`src/rtl/lc3_pkg.sv`:
```
// Shared LC-3 definitions for the effective-address sequencer: opcodes,
// result kinds presented to the datapath, and sequencer states.
package lc3_pkg;

    localparam int OP_MSB = 15;
    localparam int OP_LSB = 12;
    localparam int OP_W   = OP_MSB - OP_LSB + 1;
    localparam int DATA_W = 16;

    typedef enum logic [OP_W-1:0] {
        OPC_BR   = 4'b0000,
        OPC_ADD  = 4'b0001,
        OPC_LD   = 4'b0010,
        OPC_ST   = 4'b0011,
        OPC_JSR  = 4'b0100,
        OPC_AND  = 4'b0101,
        OPC_LDR  = 4'b0110,
        OPC_STR  = 4'b0111,
        OPC_RTI  = 4'b1000,
        OPC_NOT  = 4'b1001,
        OPC_LDI  = 4'b1010,
        OPC_STI  = 4'b1011,
        OPC_JMP  = 4'b1100,
        OPC_RES  = 4'b1101,
        OPC_LEA  = 4'b1110,
        OPC_TRAP = 4'b1111
    } opcode_e;

    typedef enum logic [2:0] {
        KIND_NONE  = 3'd0,
        KIND_IMM   = 3'd1,
        KIND_LOAD  = 3'd2,
        KIND_STORE = 3'd3,
        KIND_ADDR  = 3'd4
    } ea_kind_e;

    typedef enum logic [1:0] {
        ST_IDLE = 2'd0,
        ST_CALC = 2'd1,
        ST_PTR  = 2'd2,
        ST_DONE = 2'd3
    } ea_state_e;

endpackage

```
`src/rtl/ea_sequencer_sext.sv`:
```
// Sign-extends a W-bit instruction field to the 16-bit datapath width.
module sext_n
    import lc3_pkg::*;
#(
    parameter int W = 5
) (
    input  logic [W-1:0]      i_field,
    output logic [DATA_W-1:0] o_ext
);

    assign o_ext = {{(DATA_W - W){i_field[W-1]}}, i_field};

endmodule

```
`src/rtl/ea_sequencer.sv`:
```
// LC-3 operand / effective-address sequencer: decodes a held IR, forms the
// EA with a single adder, optionally dereferences a pointer, then hands off.
module ea_sequencer
    import lc3_pkg::*;
#(
    parameter int unsigned TIMEOUT_CYC = 255
) (
    input  logic        Clk,
    input  logic        Reset,
    input  logic [15:0] ir,
    input  logic        ir_valid,
    output logic        ir_ready,
    input  logic [15:0] pc,
    output logic [2:0]  base_sel,
    input  logic [15:0] base_r,
    output logic        mem_req,
    output logic [15:0] mem_addr,
    input  logic        mem_ack,
    input  logic [15:0] mem_rdata,
    output logic [15:0] ea,
    output logic [15:0] imm,
    output logic [2:0]  kind,
    output logic        ea_valid,
    input  logic        ea_ready,
    output logic        ea_err
);

    localparam int CNT_W = (TIMEOUT_CYC > 0) ? $clog2(TIMEOUT_CYC + 1) : 1;

    ea_state_e        r_state, w_next;
    logic [15:0]      r_ir, r_pc, r_ea, r_imm;
    ea_kind_e         r_kind;
    logic             r_err;
    logic [CNT_W-1:0] r_cnt, w_cnt_next;

    opcode_e          w_op;
    logic [15:0]      w_s5, w_s6, w_s9, w_s11;
    logic [15:0]      w_off, w_imm, w_sum;
    ea_kind_e         w_kind;
    logic             w_use_base, w_has_ea, w_indirect, w_timeout;

    sext_n #(.W(5))  u_sext5  (.i_field(r_ir[4:0]),  .o_ext(w_s5));
    sext_n #(.W(6))  u_sext6  (.i_field(r_ir[5:0]),  .o_ext(w_s6));
    sext_n #(.W(9))  u_sext9  (.i_field(r_ir[8:0]),  .o_ext(w_s9));
    sext_n #(.W(11)) u_sext11 (.i_field(r_ir[10:0]), .o_ext(w_s11));

    assign w_op       = opcode_e'(r_ir[OP_MSB:OP_LSB]);
    assign w_sum      = (w_use_base ? base_r : r_pc) + w_off;
    assign w_cnt_next = r_cnt + CNT_W'(1);
    assign w_timeout  = (TIMEOUT_CYC != 0) && (w_cnt_next == CNT_W'(TIMEOUT_CYC));

    // NOTE: every output of a combinational block gets a default first so no path leaves it unassigned (no latch).
    always_comb begin
        w_kind     = KIND_NONE;
        w_imm      = '0;
        w_off      = '0;
        w_use_base = 1'b0;
        w_has_ea   = 1'b0;
        w_indirect = 1'b0;
        case (w_op)
            OPC_ADD, OPC_AND: begin
                if (r_ir[5]) begin
                    w_kind = KIND_IMM;
                    w_imm  = w_s5;
                end
            end
            OPC_LD, OPC_ST, OPC_LEA, OPC_BR: begin
                w_off    = w_s9;
                w_has_ea = 1'b1;
                w_kind   = (w_op == OPC_LD) ? KIND_LOAD :
                           (w_op == OPC_ST) ? KIND_STORE : KIND_ADDR;
            end
            OPC_LDR, OPC_STR: begin
                w_off      = w_s6;
                w_use_base = 1'b1;
                w_has_ea   = 1'b1;
                w_kind     = (w_op == OPC_LDR) ? KIND_LOAD : KIND_STORE;
            end
            OPC_LDI, OPC_STI: begin
                w_off      = w_s9;
                w_has_ea   = 1'b1;
                w_indirect = 1'b1;
                w_kind     = (w_op == OPC_LDI) ? KIND_LOAD : KIND_STORE;
            end
            OPC_JSR: begin
                // JSRR reuses the adder with a zero offset to pass BaseR through.
                w_use_base = !r_ir[11];
                w_off      = r_ir[11] ? w_s11 : '0;
                w_has_ea   = 1'b1;
                w_kind     = KIND_ADDR;
            end
            default: ;
        endcase
    end

    // NOTE: sequential state uses non-blocking assignments so every register samples pre-edge values.
    always_ff @(posedge Clk) begin
        if (Reset) r_state <= ST_IDLE;
        else       r_state <= w_next;
    end

    always_comb begin
        w_next = r_state;
        case (r_state)
            ST_IDLE: if (ir_valid)              w_next = ST_CALC;
            ST_CALC:                            w_next = w_indirect ? ST_PTR : ST_DONE;
            ST_PTR:  if (mem_ack || w_timeout)  w_next = ST_DONE;
            ST_DONE: if (ea_ready)              w_next = ST_IDLE;
            default:                            w_next = ST_IDLE;
        endcase
    end

    always_comb begin
        ir_ready = (r_state == ST_IDLE);
        mem_req  = (r_state == ST_PTR);
        ea_valid = (r_state == ST_DONE);
    end

    always_ff @(posedge Clk) begin
        if (Reset) begin
            r_ir   <= '0;
            r_pc   <= '0;
            r_ea   <= '0;
            r_imm  <= '0;
            r_kind <= KIND_NONE;
            r_err  <= 1'b0;
            r_cnt  <= '0;
        end else begin
            case (r_state)
                ST_IDLE: begin
                    if (ir_valid) begin
                        r_ir <= ir;
                        r_pc <= pc;
                    end
                end
                ST_CALC: begin
                    r_ea   <= w_has_ea ? w_sum : '0;
                    r_imm  <= w_imm;
                    r_kind <= w_kind;
                    r_cnt  <= '0;
                end
                ST_PTR: begin
                    r_cnt <= w_cnt_next;
                    if (mem_ack) begin
                        r_ea <= mem_rdata;
                    end else if (w_timeout) begin
                        r_ea  <= '0;
                        r_err <= 1'b1;
                    end
                end
                ST_DONE: begin
                    if (ea_ready) begin
                        r_ea   <= '0;
                        r_imm  <= '0;
                        r_kind <= KIND_NONE;
                        r_err  <= 1'b0;
                    end
                end
                default: ;
            endcase
        end
    end

    // r_ea doubles as the pointer address while in PTR.
    assign base_sel = r_ir[8:6];
    assign mem_addr = r_ea;
    assign ea       = r_ea;
    assign imm      = r_imm;
    assign kind     = r_kind;
    assign ea_err   = r_err;

endmodule

```
`config.mk`:
```
export PLATFORM = sky130hd
export DESIGN_NAME = ea_sequencer
export DESIGN_NICKNAME = d
export VERILOG_FILES = /design/src/rtl/lc3_pkg.sv /design/src/rtl/ea_sequencer_sext.sv /design/src/rtl/ea_sequencer.sv
export SDC_FILE = /design/constraint.sdc
export NUM_CORES = 1
export LEC_CHECK = 0
export ABC_CLOCK_PERIOD_IN_PS = 4800
export CAP_MARGIN = 40
export CORE_UTILIZATION = 48
export CTS_CLUSTER_SIZE = 14
export DETAILED_ROUTE_END_ITERATION = 12
export PLACE_DENSITY = 0.81
export RECOVER_POWER = 25
export SKIP_LAST_GASP = 1
export SYNTH_ARGS = -nofsm -noshare
export SYNTH_HDL_FRONTEND = slang
export SYNTH_SLANG_ARGS = --single-unit
export TNS_END_PERCENT = 5
```
`constraint.sdc`:
```
create_clock -name Clk -period 4.8 [get_ports Clk]
set_input_delay 0.96 -clock Clk [delete_from_list [all_inputs] [get_ports Clk]]
set_output_delay 0.96 -clock Clk [all_outputs]
set_load 0.005 [all_outputs]
```
Word level (Yosys, flattened, before mapping)
Index checks and enable logic that the tools add are counted.
{"block": "totals", "register_bits": 78, "in_bits": 69, "output_inout_bits": 58, "elab_cells": 81}
{"block": "classes", "add_sub_neg": 2, "eq_ne": 20, "n_mux": 32, "reduce_logical": 19}
{"op": "16-bit 2-to-1 mux", "count": 8}
{"op": "16-bit case mux with 3 select lines", "count": 2}
{"op": "16-bit case mux with 2 select lines", "count": 1}
{"op": "16-bit adder", "count": 1}
{"op": "4-bit by 3-bit == test with 1-bit output (second input constant)", "count": 4}
{"op": "8-bit case mux with 2 select lines", "count": 1}
{"op": "3-bit case mux with 5 select lines", "count": 1}
{"op": "4-bit == test (second input constant)", "count": 3}
{"op": "1-bit 2-to-1 mux", "count": 9}
{"op": "3-bit 2-to-1 mux", "count": 3}
{"op": "9-bit OR reduction", "count": 1}
{"op": "8-bit by 1-bit adder with 8-bit output (second input constant)", "count": 1}
{"op": "4-bit by 2-bit == test with 1-bit output (second input constant)", "count": 2}
{"op": "8-bit == test (second input constant)", "count": 1}
{"op": "2-bit case mux with 4 select lines", "count": 1}
{"op": "2-bit 2-to-1 mux", "count": 3}
{"op": "2-bit by 1-bit inequality test with 1-bit output (second input constant)", "count": 3}
{"op": "3-bit case mux with 2 select lines", "count": 1}
{"op": "3-bit AND reduction", "count": 2}
{"op": "2-bit nonzero test", "count": 3}
{"op": "2-bit OR reduction", "count": 3}
{"op": "6-bit OR reduction", "count": 1}
{"op": "2-bit == test (second input constant)", "count": 2}
{"op": "4-bit by 1-bit == test with 1-bit output (second input constant)", "count": 1}
{"op": "other kinds (12)", "count": 15}

Logic depth before layout (Yosys ltp)
Gate-level depths: netlist of run 1.
{"block": "logic_depth", "word_depth": 7, "mapped_depth": 14, "mapped_depth_nobuf": 13}

Hierarchy
From an unflattened synthesis of run 1, not the netlist that was laid out.
{"block": "hier_totals", "cells_unflattened": 653, "hier_area_um2": 5162.5}
{"module": "ea_sequencer", "instances": 1, "cells_per_inst": 589, "area_each_um2": 4682.0, "seq_area_each_um2": 1561.5}
{"module": "sext_n", "instances": 4, "cells_per_inst": 16, "area_each_um2": 120.1, "seq_area_each_um2": 0.0}

Worst setup path before layout of run 1
Ideal clock, no wire load.
{"block": "synth_path", "kind": "flip-flop to flip-flop", "start": "reg r_ir[12]", "end": "reg r_ea[12] (netlist: ea[12])", "setup_time_ps": 88, "arrival_time_ps": 3253, "t_required_ps": 4712, "setup_slack_ps": 1459, "path_stages_with_launch": 13, "n_path_buf": 2, "synth_period_minus_slack_ps": 3341, "path_cell_list": "dfxtp_1 > buf_2 > nor2_1 > o21ai_2 > buf_2 > mux2_2 > ha_1 > nor2b_1 > o31a_1 > o31a_1 > a41oi_1 > mux2_2 > a311oi_2"}
{"block": "synth_via", "elab_chain_len": 7, "elab_cells_between_ends": 19, "cone_classes": "add/sub: 1; eq/ne: 8; mux: 6; reduce/logical: 4"}
{"item": "start: declaration", "line_no": "ea_sequencer.sv:31", "text": "logic [15:0] r_ir, r_pc, r_ea, r_imm;"}
{"item": "start signal: assignment", "line_no": "ea_sequencer.sv:132", "text": "r_ir <= ir;"}
{"item": "4-bit by 3-bit == test with 1-bit output", "line_no": "ea_sequencer.sv:60", "text": "case (w_op)"}
{"item": "2-bit OR reduction", "line_no": "ea_sequencer.sv:60"}
{"item": "1-bit case mux with 2 select lines", "line_no": "ea_sequencer.sv:60"}
{"item": "16-bit 2-to-1 mux", "line_no": "ea_sequencer.sv:48", "text": "assign w_sum = (w_use_base ? base_r : r_pc) + w_off;"}
{"item": "16-bit adder", "line_no": "ea_sequencer.sv:48"}
{"item": "16-bit 2-to-1 mux (*)", "line_no": "ea_sequencer.sv:137", "text": "r_ea <= w_has_ea ? w_sum : '0;"}
{"item": "16-bit case mux with 3 select lines (*)", "line_no": "ea_sequencer.sv:129", "text": "case (r_state)"}
{"item": "end signal: assignment", "line_no": "ea_sequencer.sv:137"}
{"item": "end signal: assignment", "line_no": "ea_sequencer.sv:145", "text": "r_ea <= mem_rdata;"}
{"item": "end: declaration", "line_no": "ea_sequencer.sv:31"}
Every way passes the cells marked *; elsewhere a longest branch is shown, timed or not.
A chain may end at the register's enable or synchronous reset.

Final worst setup path of run 1
{"block": "layout_path", "start": "reg r_ir[14]", "end": "reg r_ea[14] (netlist: ea[14])"}
The elaborated chain is that of the path after synthesis.

==> impl_metrics.toml, run 1 <==
[synth]
ys_seq_area_frac = 0.3115
syn_area_um2 = 4305
synth_top_cell_by_area = "dfxtp_1"
synthesis.nets = 628
syn_area_per_cell_um2 = 8.017
synth_edf_count = 0
synth_top_area_share = 0.3115
synth_seq_cells = 67
async_flop_share = 0
synthDistinctLibCells = 69
yosysWarningCount = 0
synth_commonest_cells = "nand2_1 (89), dfxtp_1 (67), a21oi_1 (54)"
yosysMostFrequentCell = "nand2_1"
synthCells = 537
synth_top_flop_cell = "dfxtp_1"
ys_top_cells_by_area = "dfxtp_1 (31%), nand2_1 (7.8%), a21oi_1 (6.3%)"

[worst_setup_path]
r2r_end = "ea[14]"
r2r_slack_ns = 1.03
cp_max_fo = 10
critical_path_class = "reg2reg"
reg2reg_depth = 11
critPathLaunch = "r_ir[14]"
critPathRequiredTime_ns = 4.90
endpoint_kind = "flop"
crit_path_end = "ea[14]"
cp-start-kind = "flop"
cp.arrival_ns = 3.87
r2r-start = "r_ir[14]"

[timing]
skew_ns = 0.009725
rsz0062_at_grt = "no"
tns_ns = 0
worst_pin_slew_ns = 2.998
slew_headroom = -0.9984
fmax_mhz = 265.1
min_period_over_period = 0.7858
finalHoldViolations = 0
setup_violations = 0
finalCriticalPeriod_ns = 3.772
drv_slew = 69

[placement]
hpwl_um = 8534
io_buffers = 126
post-place-cells = 717
dpl_cell_area_um2 = 5379
gp_congestion = 0.8721

[clock_network]
htreeDepth = 3
clockRootBuffer = "clkbuf_8"
cts_resized = 0
clock_latency_ns = 0.35
path_clk_slew_ns = 0.08
cts_tree = "yes"
cts_buffers = 9
cts_hold_buf = 0
cts_sinks = 67
cts.path.max_buffers = 2
postCtsSetupRepairBufs = 0

[die]
die_h_um = 96.71
rows = 34
coreArea_um2 = 8721
die_w_um = 96.71
initial_core_util = 0.4937
dieArea_um2 = 9352
io_pins = 127

[power]
leakagePower_nw = 2.173
finalPower_w = 0.002560
ir_worst_vdd_mv = 0.1761
p_per_area_nw_per_um2 = 459.2

[routing]
wirelength_um = 11410
drt_pass1_iterations = 4
routedWlPerCell_um = 15.56
post-route-drc-count = 0
antenna_left = 0
via_per_inst = 5.641
drtIter0Drc = 295
vias = 4135

[global_routing]
track_usage = 0.2385
grt_max_degree = 69
grt_pass1_vias = 3918
antenna_found_initial = 0
grt_overflow_total = 0
grt_pass1_wl_um = 18420

[finish]
final_util = 0.6393
area_delta_synth_final_pct = 29.50
fin_area_um2 = 5575
drive_above_1_share = 0.08160
antenna_cells = 0
fin_cells = 733
final_nets = 711

[outcome]
status = "finished with violations"
violations = "capacitance limit, slew limit"

[worst_hold_path]
hold_class = "reg2reg"

[job]
drv_cap = 1
[cells in the final DEF, fill, tap and decap left out, types with 3 or more instances in the layout]
cell type        count
a211oi_1            14
a21o_1               9
a21oi_1             54
a221oi_1             3
a22oi_1             13
a32oi_1              4
and2_1               9
clkbuf_8             9
clkdlybuf4s50_1    125
clkinvlp_4           4
dfxtp_1             67
ha_1                21
inv_1               19
mux2_2              17
nand2_1             89
nand2b_1             6
nand3_1              6
nand4_1              3
nor2_1              38
nor2b_1             11
nor3_1               7
o21a_1               4
o21ai_0             15
or3_1                5
xnor2_1              3
xor2_1               4
[flip-flops by register name (all words and copies together) (netlist names)]
register,count
ea,16
r_state,2
r_cnt,8
ea_err,1
kind,3
r_pc,16
r_ir,16
imm,5
[metrics by stage]
step           hold slack (ns)  setup slack, ns
2_1_floorplan           0.4329            1.459
3_3_place_gp            0.4395            1.142
3_5_place_dp            0.4436            1.073
4_1_cts                 0.4555            1.180
5_1_grt                 0.4776           0.7714
6_report                0.4546            1.028
[worst min-delay path by stage]
stage          startpoint        to  slack [ns]  depth (start not counted)
6_report          r_pc[5]   r_pc[5]        0.45                          2
3_5_place_dp      r_pc[5]   r_pc[5]        0.44                          2
4_1_cts           r_pc[5]   r_pc[5]        0.46                          2
2_1_floorplan     r_pc[0]   r_pc[0]        0.43                          2
3_3_place_gp     r_pc[12]  r_pc[12]        0.44                          2
5_1_grt           r_pc[8]   r_pc[8]        0.48                          2
[power by group]
part	switching, W	internal (W)
logic	0.000650	0.000651
registers	0.000102	0.000681
clock network	0.000234	0.000242
total	0.000987	0.00157
[critical path, stage by stage (launching register included)]
cell and delay (ns):
dfxtp_1 0.52, nor2b_1 0.31, o32ai_1 0.15, a221oi_1 0.49, inv_1 0.21, ha_1 0.46, a21o_1 0.27, a21o_1 0.19
a221o_1 0.36, a21o_1 0.16, a221oi_1 0.30, a211oi_2 0.11
[layout make-up]
class | instances | area [um^2]
multi-input combinational | 392 | 2519
tap | 108 | 135.1
clock inverter | 7 | 77.57
timing repair buffer | 131 | 1308
clock buffer | 9 | 123.9
sequential | 67 | 1341
inverter | 19 | 71.32
fill | 774 | 3146
[cells by family after synthesis]
| kind of cell | after synthesis | synth area share |
|---|---|---|
| flip-flops | 67 | 0.3115 |
| buffers and inverters | 78 | 0.1035 |
| AO/OA/AOI/OAI | 157 | 0.2566 |
| multiplexers | 19 | 0.04911 |
| XOR/XNOR | 7 | 0.01424 |
| AND/OR/NAND/NOR | 187 | 0.1994 |
| adder cells (fa/ha/maj) | 22 | 0.06568 |
[metal layers]
layer / vias up / track usage / part of all wire
li1: 2039 / - / -
met1: 1909 / 0.3149 / 0.45
met2: 168 / 0.3884 / 0.47
met3: 19 / 0.05564 / 0.061
met4: 0 / 0.06774 / 0.017
met5: - / 0 / 0
Note: power is estimated with default switching activity, not from simulation.
==> run 2: changes to the inputs <==
Settings changed: ABC_CLOCK_PERIOD_IN_PS 4800 to 3250, CORE_UTILIZATION 48 to 43, PLACE_DENSITY 0.81 to 0.77.
Clock period 4.8 ns to 3.25 ns, I/O delays scaled along.
==> impl_metrics.toml, run 2 (synthesized netlist as in run 1, its figures left out) <==
[worst_hold_path]
hold_class = "reg2reg"
min-delay-start = "r_pc[6]"
whs_endpoint = "r_pc[6]"
hold_depth = 2

[power]
p_per_area_nw_per_um2 = 688.2
leakagePower_nw = 2.319
ir_worst_vdd_mv = 0.3246
finalPower_w = 0.004015

[routing]
vias = 4218
drt_pass1_iterations = 4
drtIter0Drc = 161
via_per_inst = 5.422
wirelength_um = 12170
post-route-drc-count = 0
antenna_left = 0
routedWlPerCell_um = 15.64

[worst_setup_path]
endpoint_kind = "flop"
cp_max_fo = 14
critical_path_class = "reg2reg"
reg2reg_depth = 10
crit_buf_inv = 1
cp-start-kind = "flop"
r2r_slack_ns = 0.11
cp_cell_sequence = "o21ai_2 -> buf_12 -> mux2_2 -> ha_1 -> nor2b_2 -> o31a_1 -> o31a_1 -> a41oi_2 -> mux2_2 -> a311oi_2"
cp.arrival_ns = 3.40
r2r-start = "r_ir[13]"
cp_top_family = "compound AO/OA/AOI/OAI gates"
critPathRequiredTime_ns = 3.51
cp_slowest_cell = "dfxtp_4"
slowest_delay_ns = 0.38
r2r_end = "ea[12]"

[timing]
slew_headroom = 0.08720
worst_pin_slew_ns = 1.369
setup_slack_ns = 0.1095
drv_slew = 0
min_period_over_period = 0.9663
setup_violations = 0
rsz0062_at_grt = "yes"
finalCriticalPeriod_ns = 3.140
finalHoldViolations = 0
whs_ns = 0.4548
fmax_mhz = 318.4
skew_ns = 0.009119

[clock_network]
cts_buffers = 9
path_clk_slew_ns = 0.08
cts.path.max_buffers = 2
clockRootBuffer = "clkbuf_8"
cts_hold_buf = 0
cts_tree = "yes"
htreeDepth = 3
postCtsSetupRepairBufs = 0
clock_latency_ns = 0.35
cts_sinks = 67

[die]
rows = 36
initial_core_util = 0.4425
die_w_um = 102.1
die_h_um = 102.1
io_pins = 127
coreArea_um2 = 9729
dieArea_um2 = 10420

[global_routing]
antenna_found_initial = 0
grt_pass1_wl_um = 19150
track_usage = 0.2365
grt_overflow_total = 0
use_met2 = 0.3836
grt_max_degree = 44
grt_pass1_vias = 3912
use_met1 = 0.3085
use_met3 = 0.05062
gr-max-usage-layer = "met2"

[placement]
io_buffers = 126
gp_congestion = 0.8533
hpwl_um = 9044
preCtsSetupSlack_ns = -0.09091

[finish]
area_delta_synth_final_pct = 35.51
drive_above_1_share = 0.1256
final_common_cell = "clkdlybuf4s50_1"
final_nets = 731
final_cell_mix = "clkdlybuf4s50_1 (125), nand2_1 (89), dfxtp_1 (65)"
fill_cells = 924
antenna_cells = 0

[outcome]
status = "finished, final reports clean"

[job]
drv_cap = 0
run 2: cell types whose count changed in the layout (fill, tap and decap cells not counted), sizes merged:
cell | previous run | this run
buf | 4 | 25
clkinv | 1 | 3
clkbuf | 11 | 10
bufinv | 1 | 3
inv | 20 | 19
clkinvlp | 4 | 1
run 2: area by class of cell:
class	instances	area (um^2)	area share
multi-input cells	392	2557	0.4383
repair buffers	151	1453	0.2490
flip-flops and latches	67	1346	0.2308
well taps	133	166.4	0.02852
clock buffers	9	123.9	0.02123
clock inverters	7	116.4	0.01994
inverters	19	71.32	0.01222
run 2: timing repair:
action                                  in CTS  in global routing
endpoints found under the setup margin       2                 10
pin swaps                                    0                  2
gates cloned                                 0                  0
resized for setup                            1                 11
run 2: per-layer routing:
layer / routed length, um / part of all wire
met4: 271 / 0.022
met5: 0 / 0
met3: 629 / 0.052
met2: 5570 / 0.46
met1: 5696 / 0.47
run 2: how the worst max path moves through the flow:
stage,start,to,slack [ns],depth (start not counted)
finish,r_ir[13],ea[12],0.11,10
global route,r_ir[14],ea[12],-0.04,13
CTS,r_ir[13],ea[12],-0.002,12
detailed placement,base_r[2],ea[12],-0.09,9
global placement,base_r[0],ea[12],-0.02,11
floorplan,r_ir[12],ea[12],0.004,12
run 2: per-stage QoR:
step	instance area (um^2)	cells	TNS, ns	util
2_1_floorplan	4318	537	0	-
3_3_place_gp	5554	762	-0.02114	0.5709
3_5_place_dp	5554	762	-0.1558	0.5709
4_1_cts	5801	778	-0.002275	0.5962
5_1_grt	5834	778	-0.07678	0.5997
6_report	5834	778	0	0.5997
run 2: where the power goes:
group,switching [W],total [W],leakage [nW],internal (W)
logic,0.00100,0.00201,1.65,0.00100
registers,0.000146,0.00115,0.549,0.00101
clock network,0.000348,0.000856,0.119,0.000508
run 2: tightest hold or removal path: stages (launching register included):
cell,delay [ns]
dfxtp_1,0.31
nand2_1,0.05
a21oi_1,0.05
